## config.mk

```make
export PLATFORM = sky130hd
export DESIGN_NAME = jtag_master
export DESIGN_NICKNAME = d
export VERILOG_FILES = /design/src/rtl/jtag_master.sv
export SDC_FILE = /design/constraint.sdc
export NUM_CORES = 1
export LEC_CHECK = 0
export ABC_AREA = 1
export BUFFER_PORTS_ARGS = -buffer_cell sky130_fd_sc_hd__buf_2
export CAP_MARGIN = 20
export CORE_MARGIN = 8
export CORE_UTILIZATION = 34
export DETAILED_ROUTE_END_ITERATION = 16
export GPL_TIMING_DRIVEN = 0
export PLACE_DENSITY = 0.58
export REMOVE_ABC_BUFFERS = 1
export SLEW_MARGIN = 10
export SYNTH_ARGS = -nofsm -noshare
export SYNTH_HDL_FRONTEND = slang
export SYNTH_SLANG_ARGS = --single-unit
```

## constraint.sdc

```tcl
create_clock -name clk -period 2.3 [get_ports clk]
set_input_delay 0.345 -clock clk [delete_from_list [all_inputs] [get_ports clk]]
set_output_delay 0.345 -clock clk [all_outputs]
set_load 0.01 [all_outputs]
```

## src/rtl/jtag_master.sv

```systemverilog
// Host-side JTAG initiator: runs IR/DR scans, TAP resets and idle clocking
// from a valid/ready command channel and returns captured TDO bits.
module jtag_master #(
    parameter int CLK_DIV = 4,
    parameter int MAX_LEN = 32,
    parameter int LENW    = 6
) (
    input  logic               clk,
    input  logic               rst,
    input  logic               cmd_valid,
    output logic               cmd_ready,
    input  logic [1:0]         cmd_op,
    input  logic [LENW-1:0]    cmd_len,
    input  logic [MAX_LEN-1:0] cmd_data,
    output logic               rsp_valid,
    input  logic               rsp_ready,
    output logic [MAX_LEN-1:0] rsp_data,
    output logic               busy,
    output logic               jtag_tck,
    output logic               jtag_tms,
    output logic               jtag_tdi,
    input  logic               jtag_tdo
);

    localparam int CNTW = $clog2(2 * CLK_DIV);
    localparam int IDXW = (MAX_LEN > 1) ? $clog2(MAX_LEN) : 1;

    localparam logic [CNTW-1:0] CNT_RISE = CNTW'(CLK_DIV - 1);
    localparam logic [CNTW-1:0] CNT_END  = CNTW'(2 * CLK_DIV - 1);
    localparam logic [CNTW-1:0] CNT_ONE  = CNTW'(1);
    localparam logic [CNTW-1:0] CNT_ZERO = CNTW'(0);
    localparam logic [LENW-1:0] LEN_MAX  = LENW'(MAX_LEN);
    localparam logic [LENW-1:0] LEN_ONE  = LENW'(1);
    localparam logic [LENW-1:0] LEN_ZERO = LENW'(0);
    localparam logic [LENW-1:0] RST_LAST = LENW'(5);

    localparam logic [1:0] OP_RESET = 2'b00;
    localparam logic [1:0] OP_IR    = 2'b01;
    localparam logic [1:0] OP_DR    = 2'b10;
    localparam logic [1:0] OP_IDLE  = 2'b11;

    typedef enum logic [2:0] {
        ST_IDLE      = 3'd0,
        ST_PRE_RESET = 3'd1,
        ST_HEAD      = 3'd2,
        ST_SHIFT     = 3'd3,
        ST_TAIL      = 3'd4,
        ST_RESP      = 3'd5
    } state_e;

    state_e             state_r, state_s;
    logic [LENW-1:0]    idx_r, idx_s;
    logic [CNTW-1:0]    cnt_r, cnt_s;
    logic [1:0]         op_r, op_s;
    logic [LENW-1:0]    len_r, len_s;
    logic [MAX_LEN-1:0] data_r, data_s;
    logic               tap_known_r, tap_known_s;
    logic [MAX_LEN-1:0] rsp_data_r, rsp_data_s;
    logic               rsp_valid_r, rsp_valid_s;
    logic               busy_r, busy_s;
    logic               cmd_ready_r, cmd_ready_s;
    logic               tck_r, tck_s;
    logic               tms_r, tms_s;
    logic               tdi_r, tdi_s;

    state_e             seq_state_s;
    logic [LENW-1:0]    seq_idx_s;
    logic               seq_known_s;
    state_e             first_state_s;
    logic [LENW-1:0]    cmd_len_eff_s;

    function automatic logic [LENW-1:0] head_last(input logic [1:0] op);
        case (op)
            OP_RESET: head_last = RST_LAST;
            OP_IR:    head_last = LENW'(3);
            default:  head_last = LENW'(2);
        endcase
    endfunction

    function automatic logic pulse_tms(input state_e st, input logic [LENW-1:0] idx,
                                       input logic [1:0] op, input logic [LENW-1:0] len);
        case (st)
            ST_PRE_RESET: pulse_tms = (idx != RST_LAST);
            ST_HEAD: begin
                case (op)
                    OP_RESET: pulse_tms = (idx != RST_LAST);
                    OP_IR:    pulse_tms = (idx < LENW'(2));
                    OP_DR:    pulse_tms = (idx == LEN_ZERO);
                    default:  pulse_tms = 1'b0;
                endcase
            end
            ST_SHIFT: pulse_tms = (op != OP_IDLE) && (idx == len - LEN_ONE);
            ST_TAIL:  pulse_tms = (idx == LEN_ZERO);
            default:  pulse_tms = 1'b0;
        endcase
    endfunction

    function automatic logic pulse_tdi(input state_e st, input logic [LENW-1:0] idx,
                                       input logic [1:0] op, input logic [MAX_LEN-1:0] data);
        pulse_tdi = ((st == ST_SHIFT) && (op != OP_IDLE)) ? data[IDXW'(idx)] : 1'b0;
    endfunction

    // Which pulse follows the one currently in flight, and whether the TAP becomes known
    always_comb begin
        seq_state_s = state_r;
        seq_idx_s   = idx_r + LEN_ONE;
        seq_known_s = tap_known_r;
        case (state_r)
            ST_PRE_RESET: begin
                if (idx_r == RST_LAST) begin
                    seq_idx_s   = LEN_ZERO;
                    seq_known_s = 1'b1;
                    seq_state_s = (op_r == OP_IDLE) ? ST_SHIFT : ST_HEAD;
                end else begin
                    seq_state_s = ST_PRE_RESET;
                end
            end
            ST_HEAD: begin
                if (idx_r == head_last(op_r)) begin
                    seq_idx_s = LEN_ZERO;
                    if (op_r == OP_RESET) begin
                        seq_state_s = ST_RESP;
                        seq_known_s = 1'b1;
                    end else begin
                        seq_state_s = ST_SHIFT;
                    end
                end else begin
                    seq_state_s = ST_HEAD;
                end
            end
            ST_SHIFT: begin
                if (idx_r == len_r - LEN_ONE) begin
                    seq_idx_s   = LEN_ZERO;
                    seq_state_s = (op_r == OP_IDLE) ? ST_RESP : ST_TAIL;
                end else begin
                    seq_state_s = ST_SHIFT;
                end
            end
            ST_TAIL: begin
                if (idx_r == LEN_ONE) begin
                    seq_idx_s   = LEN_ZERO;
                    seq_state_s = ST_RESP;
                end else begin
                    seq_state_s = ST_TAIL;
                end
            end
            default: begin
                seq_idx_s   = LEN_ZERO;
                seq_state_s = ST_IDLE;
            end
        endcase
    end

    // Command acceptance, TCK divider, TDO capture and response handshake
    always_comb begin
        state_s     = state_r;
        idx_s       = idx_r;
        cnt_s       = cnt_r;
        op_s        = op_r;
        len_s       = len_r;
        data_s      = data_r;
        tap_known_s = tap_known_r;
        rsp_data_s  = rsp_data_r;
        tck_s       = tck_r;
        tms_s       = tms_r;
        tdi_s       = tdi_r;

        cmd_len_eff_s = ((cmd_len == LEN_ZERO) || (cmd_len > LEN_MAX)) ? LEN_MAX : cmd_len;
        if (!tap_known_r && (cmd_op != OP_RESET)) begin
            first_state_s = ST_PRE_RESET;
        end else if (cmd_op == OP_IDLE) begin
            first_state_s = ST_SHIFT;
        end else begin
            first_state_s = ST_HEAD;
        end

        case (state_r)
            ST_IDLE: begin
                if (cmd_valid && cmd_ready_r) begin
                    op_s       = cmd_op;
                    len_s      = cmd_len_eff_s;
                    data_s     = cmd_data;
                    rsp_data_s = {MAX_LEN{1'b0}};
                    state_s    = first_state_s;
                    idx_s      = LEN_ZERO;
                    cnt_s      = CNT_ZERO;
                    tck_s      = 1'b0;
                    tms_s      = pulse_tms(first_state_s, LEN_ZERO, cmd_op, cmd_len_eff_s);
                    tdi_s      = pulse_tdi(first_state_s, LEN_ZERO, cmd_op, cmd_data);
                end else begin
                    state_s = ST_IDLE;
                end
            end
            ST_PRE_RESET, ST_HEAD, ST_SHIFT, ST_TAIL: begin
                cnt_s = cnt_r + CNT_ONE;
                if (cnt_r == CNT_RISE) begin
                    tck_s = 1'b1;
                    if ((state_r == ST_SHIFT) && (op_r != OP_IDLE)) begin
                        rsp_data_s[IDXW'(idx_r)] = jtag_tdo;
                    end else begin
                        rsp_data_s = rsp_data_r;
                    end
                end else if (cnt_r == CNT_END) begin
                    tck_s       = 1'b0;
                    cnt_s       = CNT_ZERO;
                    state_s     = seq_state_s;
                    idx_s       = seq_idx_s;
                    tap_known_s = seq_known_s;
                    // The last pulse's TMS is held so the TAP stays parked where it landed
                    if (seq_state_s != ST_RESP) begin
                        tms_s = pulse_tms(seq_state_s, seq_idx_s, op_r, len_r);
                        tdi_s = pulse_tdi(seq_state_s, seq_idx_s, op_r, data_r);
                    end else begin
                        tms_s = tms_r;
                        tdi_s = 1'b0;
                    end
                end else begin
                    tck_s = tck_r;
                end
            end
            ST_RESP: begin
                if (rsp_ready) begin
                    state_s = ST_IDLE;
                end else begin
                    state_s = ST_RESP;
                end
            end
            default: begin
                state_s = ST_IDLE;
            end
        endcase

        busy_s      = (state_s == ST_PRE_RESET) || (state_s == ST_HEAD) ||
                      (state_s == ST_SHIFT) || (state_s == ST_TAIL);
        rsp_valid_s = (state_s == ST_RESP);
        cmd_ready_s = (state_s == ST_IDLE);
    end

    // State and output registers with synchronous reset
    always_ff @(posedge clk) begin
        if (rst) begin
            state_r     <= ST_IDLE;
            idx_r       <= LEN_ZERO;
            cnt_r       <= CNT_ZERO;
            op_r        <= 2'b00;
            len_r       <= LEN_ZERO;
            data_r      <= {MAX_LEN{1'b0}};
            tap_known_r <= 1'b0;
            rsp_data_r  <= {MAX_LEN{1'b0}};
            rsp_valid_r <= 1'b0;
            busy_r      <= 1'b0;
            cmd_ready_r <= 1'b0;
            tck_r       <= 1'b0;
            tms_r       <= 1'b1;
            tdi_r       <= 1'b0;
        end else begin
            state_r     <= state_s;
            idx_r       <= idx_s;
            cnt_r       <= cnt_s;
            op_r        <= op_s;
            len_r       <= len_s;
            data_r      <= data_s;
            tap_known_r <= tap_known_s;
            rsp_data_r  <= rsp_data_s;
            rsp_valid_r <= rsp_valid_s;
            busy_r      <= busy_s;
            cmd_ready_r <= cmd_ready_s;
            tck_r       <= tck_s;
            tms_r       <= tms_s;
            tdi_r       <= tdi_s;
        end
    end

    assign cmd_ready = cmd_ready_r;
    assign rsp_valid = rsp_valid_r;
    assign rsp_data  = rsp_data_r;
    assign busy      = busy_r;
    assign jtag_tck  = tck_r;
    assign jtag_tms  = tms_r;
    assign jtag_tdi  = tdi_r;

endmodule
```

=== Yosys cells after proc, flatten, opt, wreduce, memory -nomap -nowiden ===
Index checks and enable logic that the tools add are counted.

* Reductions and logical operators: 33
* Mux-type cells: 64
* Magnitude comparators: 5
* Bitwise gates (word level): 1
* Equality and inequality tests: 45
* Add/subtract/negate cells: 4

{| class="wikitable"
|+ Operators with widths
! cell !! number
|-
| 2-to-1 mux 32 bit || 3
|-
| one-hot mux 32 bit (2 select lines) || 1
|-
| 2-to-1 mux 6 bit || 9
|-
| bitwise mux 32 bit || 1
|-
| 2-to-1 mux 3 bit || 10
|-
| equality test 3 x 2 -> 1 bit (second input constant) || 9
|-
| one-hot mux 6 bit (4 select lines) || 1
|-
| 2-to-1 mux 1 bit || 23
|-
| != test 2 bit (second input constant) || 11
|-
| equality test 3 bit (second input constant) || 7
|-
| equality test 6 bit || 3
|-
| logical NOT 6 bit || 3
|-
| equality test 3 x 1 -> 1 bit (second input constant) || 4
|-
| less-than comparator 5 x 6 -> 1 bit (second input constant) || 2
|-
| one-hot mux 3 bit (2 select lines) || 2
|-
| one-hot mux 3 bit (4 select lines) || 1
|-
| one-hot mux 6 bit (2 select lines) || 1
|-
| subtractor 6 x 1 -> 6 bit (second input constant) || 2
|-
| one-hot mux 3 bit (3 select lines) || 1
|-
| equality test 2 bit (second input constant) || 4
|-
| logical AND 1 bit || 8
|-
| one-hot mux 1 bit (2 select lines) || 4
|-
| AND reduction 4 bit || 2
|-
| AND reduction 7 bit || 1
|-
| other kinds (27) || 39
|}

* Register bits after elaboration: 91
* Logic and storage cells: 166
* Input bits: 45
* Output and inout bits: 38

=== Logic depth before layout (Yosys ltp) ===
* Word-level depth: 13
* Depth in mapped cells: 22

=== Worst setup path before layout ===
OpenSTA, ideal clock, no wires.

* Path type: register -> register
* From: register idx_r[1]
* To: register tms_r (netlist: jtag_tms)
* Data required time: 2.187 ns
* Setup slack: 0.087 ns
* Stages on the path, launching flop included: 19
* Arrival time: 2.100 ns
* Buffers on the path: 0
* Cells stage by stage: dfxtp_1 inv_1 ha_1 inv_1 nor2_2 nand2_1 inv_2 o21ai_2 nor2_4 nand2_8 nand2_2 nor2_2 nand4_1 nand2_1 nand2_1 nor2_1 nand3_1 nand2_1 nand2_1

* Cells in the longest elaborated chain, start to end: 10
* Elaborated cells on any way between the ends: 33

{| class="wikitable"
|+ Ends and longest elaborated chain
! item !! line !! source
|-
| from (decl) || 52 || <nowiki>logic [LENW-1:0] idx_r, idx_s;</nowiki>
|-
| from (signal assigned) || 258 || <nowiki>idx_r <= idx_s;</nowiki>
|-
| adder 6 x 1 -> 6 bit (tied with other cells) || 106 || <nowiki>seq_idx_s = idx_r + LEN_ONE;</nowiki>
|-
| 2-to-1 mux 6 bit, on equally long branches || -- ||
|-
| one-hot mux 6 bit (4 select lines) || 108 || <nowiki>case (state_r)</nowiki>
|-
| less-than comparator 6 x 2 -> 1 bit (tied with other cells) || 87 || <nowiki>OP_IR: pulse_tms = (idx < LENW'(2));</nowiki>
|-
| one-hot mux 1 bit (3 select lines) / logical AND 1 bit (equally long branches) || 85, 92 ||
|-
| one-hot mux 1 bit (4 select lines) || 82 || <nowiki>case (st)</nowiki>
|-
| 2-to-1 mux 1 bit || 210 || <nowiki>if (seq_state_s != ST_RESP) begin</nowiki>
|-
| 2-to-1 mux 1 bit || 203 || <nowiki>end else if (cnt_r == CNT_END) begin</nowiki>
|-
| 2-to-1 mux 1 bit || 196 || <nowiki>if (cnt_r == CNT_RISE) begin</nowiki>
|-
| one-hot mux 1 bit (2 select lines) || 177 || <nowiki>case (state_r)</nowiki>
|-
| to (signal assigned) || 269 || <nowiki>tms_r <= tms_s;</nowiki>
|-
| to (decl) || 63 || <nowiki>logic tms_r, tms_s;</nowiki>
|}

Several ways; a longest one is shown, not always the timed one. The select of a mux whose other input is x is not followed.
A chain may end at the register's enable or synchronous reset.

=== Worst setup path in the final report ===
* From: register len_r[1]
* To: register tdi_r (netlist: jtag_tdi)

* Cells in the longest elaborated chain, start to end: 11
* Elaborated cells on any way between the ends: 16

{| class="wikitable"
|+ Ends and longest elaborated chain
! item !! line !! source
|-
| from (decl) || 55 || <nowiki>logic [LENW-1:0] len_r, len_s;</nowiki>
|-
| from (signal assigned) || 261 || <nowiki>len_r <= len_s;</nowiki>
|-
| subtractor 6 x 1 -> 6 bit (*) || 132 || <nowiki>if (idx_r == len_r - LEN_ONE) begin</nowiki>
|-
| equality test 6 bit (*) || 132 ||
|-
| 2-to-1 mux 6 bit / 2-to-1 mux 3 bit (equally long branches) || 132 ||
|-
| one-hot mux 6 bit (4 select lines) / one-hot mux 3 bit (4 select lines) (equally long branches) || 108 ||
|-
| binary-select mux 1 bit (select 5 bit) / equality test 3 x 2 -> 1 bit (equally long branches) || 100 || <nowiki>pulse_tdi = ((st == ST_SHIFT) && (op != OP_IDLE)) ? data[IDXW'(idx)] : 1'b0;</nowiki>
|-
| 2-to-1 mux 1 bit (not written as such) / logical AND 1 bit (equally long branches) || 100 ||
|-
| 2-to-1 mux 1 bit || 100 ||
|-
| 2-to-1 mux 1 bit (*) || 210 ||
|-
| 2-to-1 mux 1 bit (*) || 203 ||
|-
| 2-to-1 mux 1 bit (*) || 196 ||
|-
| one-hot mux 1 bit (2 select lines) (*) || 177 ||
|-
| to (signal assigned) || 270 || <nowiki>tdi_r <= tdi_s;</nowiki>
|-
| to (decl) || 64 || <nowiki>logic tdi_r, tdi_s;</nowiki>
|}

Mark *: on every way between the ends. The rest lies on a longest branch, timed or not. The select of a mux whose other input is x is not followed.

==> summary.txt <==
Outcome
  – Status: complete, but fails checks
  – Failing checks: setup timing

Synthesis
  – Area leader, netlist: dfxtp_1
  – Seq cells post-synth: between 90 and 100
  – Seq/Total Area, Yosys: 0.374
  – Largest family of logic cells by synthesized area: simple AND/OR/NAND/NOR gates
  – Synth Area per Inst: 6.60 sq um
  – Synth cell count leaders: nand2_1, a21oi_1, dfxtp_1, nor2_1, o21ai_0
  – Synth cell types: 34
  – Synth Area in Simple Gates: 0.296
  – Async SR Flop Fraction: 0
  – Post-synthesis adder-cell area fraction: 0.0206
  – Post-Synthesis Cells: between 700 and 800
  – Top cell type's share of synthesized area: 0.374
  – Top_reg_cell synth: dfxtp_1
  – Count leader, synth: nand2_1
  – Synth Area in XOR/XNOR: 0.0144
  – Warnings from Yosys: 0
  – Mux cell area share after synthesis: 0
  – Top cells by area, synth: dfxtp_1, nand2_1, a21oi_1
  – EDFF count, synth: 0
  – Post-synthesis compound-gate area fraction: 0.199
  – Mapped cell area: between 0.004 and 0.005 sq mm

Pwr
  – Seq pwr share: 0.392
  – Maximum vdd drop: ~0.00047 V
  – Switching part of the total power: 0.338
  – Comb pwr share: 0.272
  – Int Power: roughly 3.0 mW
  – PwrDens: 716 mW/mm^2
  – Pleak: 2.65 nW
  – Clock power frac: 0.335
  – Design Power: 4.52 mW
  – NetSw: approximately 1.5 mW

Die
  – Die width: roughly 140 microns
  – CORE AREA: about 0.014 sq mm
  – Die Ht: about 140 microns
  – Placement Rows: 43
  – Initial core utilization: 0.349
  – I/O Pins: between 80 and 90
  – Total die area: roughly 0.018 sq mm

Setup path
  – Critical Path Start Type: flip-flop
  – Req. time, crit path: 2.52 ns
  – CP arrival: 2.58 ns
  – CP Launch Point: len_r[1]
  – Crit. End Element: flip-flop
  – CP max FO: 7
  – Reg2Reg Launch Point: len_r[1]
  – Crit Path Class: reg2reg

Global routing
  – Initial antenna violation count: 0
  – Largest net degree at the start of global routing: 42
  – First-pass GRT wire length: 23.8 mm
  – Vias in the first global route: around 4.8k
  – Total gr overflow: 0
  – GRT Overall Usage: 0.160

Layout
  – Final Cell Area: 0.00632 sq mm
  – Syn-to-layout area delta: 29.8%
  – Layout Nets: 890
  – ANT cells: 0
  – Fraction of layout cells with a size suffix above 1: 0.259
  – Final Non-Filler Cells: 1022
  – Final-layout fill cell count: about 1.5k

Route
  – Vias: a little over 5k
  – First-pass detailed-route iteration total: 5
  – DR WL/cell: between 10 and 15 microns
  – DRC: 0
  – Metal2 WL: roughly 7.0 mm
  – Routed Antenna Nets: 0
  – Initial DRC Count: roughly 290
  – Met3 WL: between 800 and 900 microns
  – Highest metal used: met4
  – Drt total wl: 14.8 mm
  – Via density: just under 5
  – Met1 wire length: 6.74 mm

Clock network
  – Longest Clk Path Bufs: 2
  – H-tree Lvls: 3
  – Hold buffer count at cts: 0
  – Clk Latency, worst-skew pair: roughly 0.36 ns
  – CTS Sinks: 91
  – Worst-path clk slew: roughly 0.07 ns
  – CTS tree: built
  – Inserted Clock Buffers: 9
  – Root Buffer: clkbuf_16

STA
  – Slew Viols, Final: 0
  – RSZ-0062 raised after global routing: yes
  – Setup TNS Final: -0.106 ns
  – Setup Skew: between 0.015 and 0.02 ns
  – Headroom to the max-slew limit: 0.463
  – Max Freq: 0.424 GHz
  – # setup viols final: 2
  – Least-Margin Pin Slew: between 0.8 and 0.9 ns
  – Count of final hold-check violations: 0
  – Final period utilization: 1.02
  – Worst setup margin: -0.0573 ns
  – Crit path time final: approximately 2.4 ns

Placed design
  – Placed Area: 0.00540 sq mm
  – Placed cells: 969
  – Post-placement worst setup slack: -1.24 ns
  – Post-DP HPWL: around 9.6 mm
  – RePlAce Congestion: 0.858
  – I/O Buffers: 82

Run
  – MaxCap Viol Count: 0

Worst hold path
  – Hold wc startpoint: cmd_data[3]
  – Min-delay worst type: in2reg
[through the flow]
step	utilization	hold WS [ns]
6_report	0.453	0.231
5_1_grt	0.453	0.220
4_1_cts	0.439	0.222
3_5_place_dp	0.387	0.450
3_3_place_gp	0.383	0.444
2_1_floorplan	-	0.414
[placed cells by master, fill, tap and decap left out, types with 4 or more instances in the layout]
| master | instances |
|---|---|
| nand3_1 | 38 |
| ha_1 | 6 |
| xor2_1 | 7 |
| a21oi_2 | 5 |
| nor2_2 | 4 |
| nand2_2 | 11 |
| o21ai_0 | 71 |
| dfxtp_1 | 83 |
| nand4_1 | 14 |
| a21oi_1 | 89 |
| a211oi_1 | 7 |
| nor2_1 | 80 |
| dfxtp_2 | 5 |
| buf_4 | 29 |
| clkbuf_16 | 9 |
| nand3_2 | 6 |
| buf_2 | 82 |
| nand2_1 | 152 |
| inv_1 | 63 |
| nor2_4 | 15 |
| nand2_4 | 5 |
| inv_2 | 12 |
| nand2_8 | 6 |
[metal layers]
metal / track usage / vias to the layer above
met1: 0.195 / 2300
met5: 0 / -
met3: 0.0449 / 19
met2: 0.265 / 115
li1: - / 2623
met4: 0.0549 / 0
[repair_timing]
action / in CTS / in global routing
cloned: 4 / 0
buffers inserted: 24 / 9
gates resized for setup: 54 / 32
pin swaps: 21 / 23
setup endpoints to repair: 46 / 38
[layout make-up]
cell class	instances	area (sq um)	area share
Clock buffer	11	243	0.0384
Clock inverter	5	60.1	0.00951
Inverter	81	329	0.0521
Multi-Input combinational cell	536	2880	0.456
Sequential cell	91	1840	0.291
Tap cell	180	225	0.0357
Timing Repair Buffer	118	737	0.117
[sequential cells by signal (all words and copies together) (netlist names)]
signal / count
state_r: 3
cnt_r: 3
data_r: 32
busy: 1
len_r: 6
rsp_data: 32
idx_r: 6
jtag_tck: 1
cmd_ready: 1
rsp_valid: 1
jtag_tms: 1
op_r: 2
jtag_tdi: 1
tap_known_r: 1
[cells by family after synthesis]
logic type	Yosys count
AO/OA/AOI/OAI	184
flip-flops	91
AND/OR/NAND/NOR	332
adder cells (fa/ha/maj)	8
XOR/XNOR	8
buffers and inverters	115
[path summary, 6_finish.rpt]
path	to	slack, ns	depth (start not counted)
max reg2reg	jtag_tdi	-0.06	21
max	jtag_tdi	-0.06	21
min	data_r[3]	0.23	3
min reg2reg	data_r[5]	0.46	2
[power groups by stage]
stage,clock [mW],sequential (mW),combinational (mW)
6_report,1.52,1.77,1.23
5_1_grt,1.62,1.79,1.37
4_1_cts,1.55,1.77,1.14
3_5_place_dp,0,1.79,0.962
3_3_place_gp,0,1.79,0.946
2_1_floorplan,0,1.78,0.672
[worst max-delay path: stages (launching register included)]
cell     delay (ns)
dfxtp_2        0.36
inv_2          0.06
ha_4           0.27
inv_2          0.03
nand2_1        0.05
nand2_1        0.06
nor2_2         0.09
nand3_2        0.10
nor2_4         0.11
nand3_2        0.10
nand2_4        0.16
nand2_8        0.13
o21ai_4        0.14
nand2_1        0.09
nand3_1        0.09
nand2_1        0.05
nand2_1        0.07
inv_2          0.03
nand2_1        0.05
nand2_1        0.06
nand3_2        0.08
a21oi_2        0.05
Power figures use the tool's default switching activity.
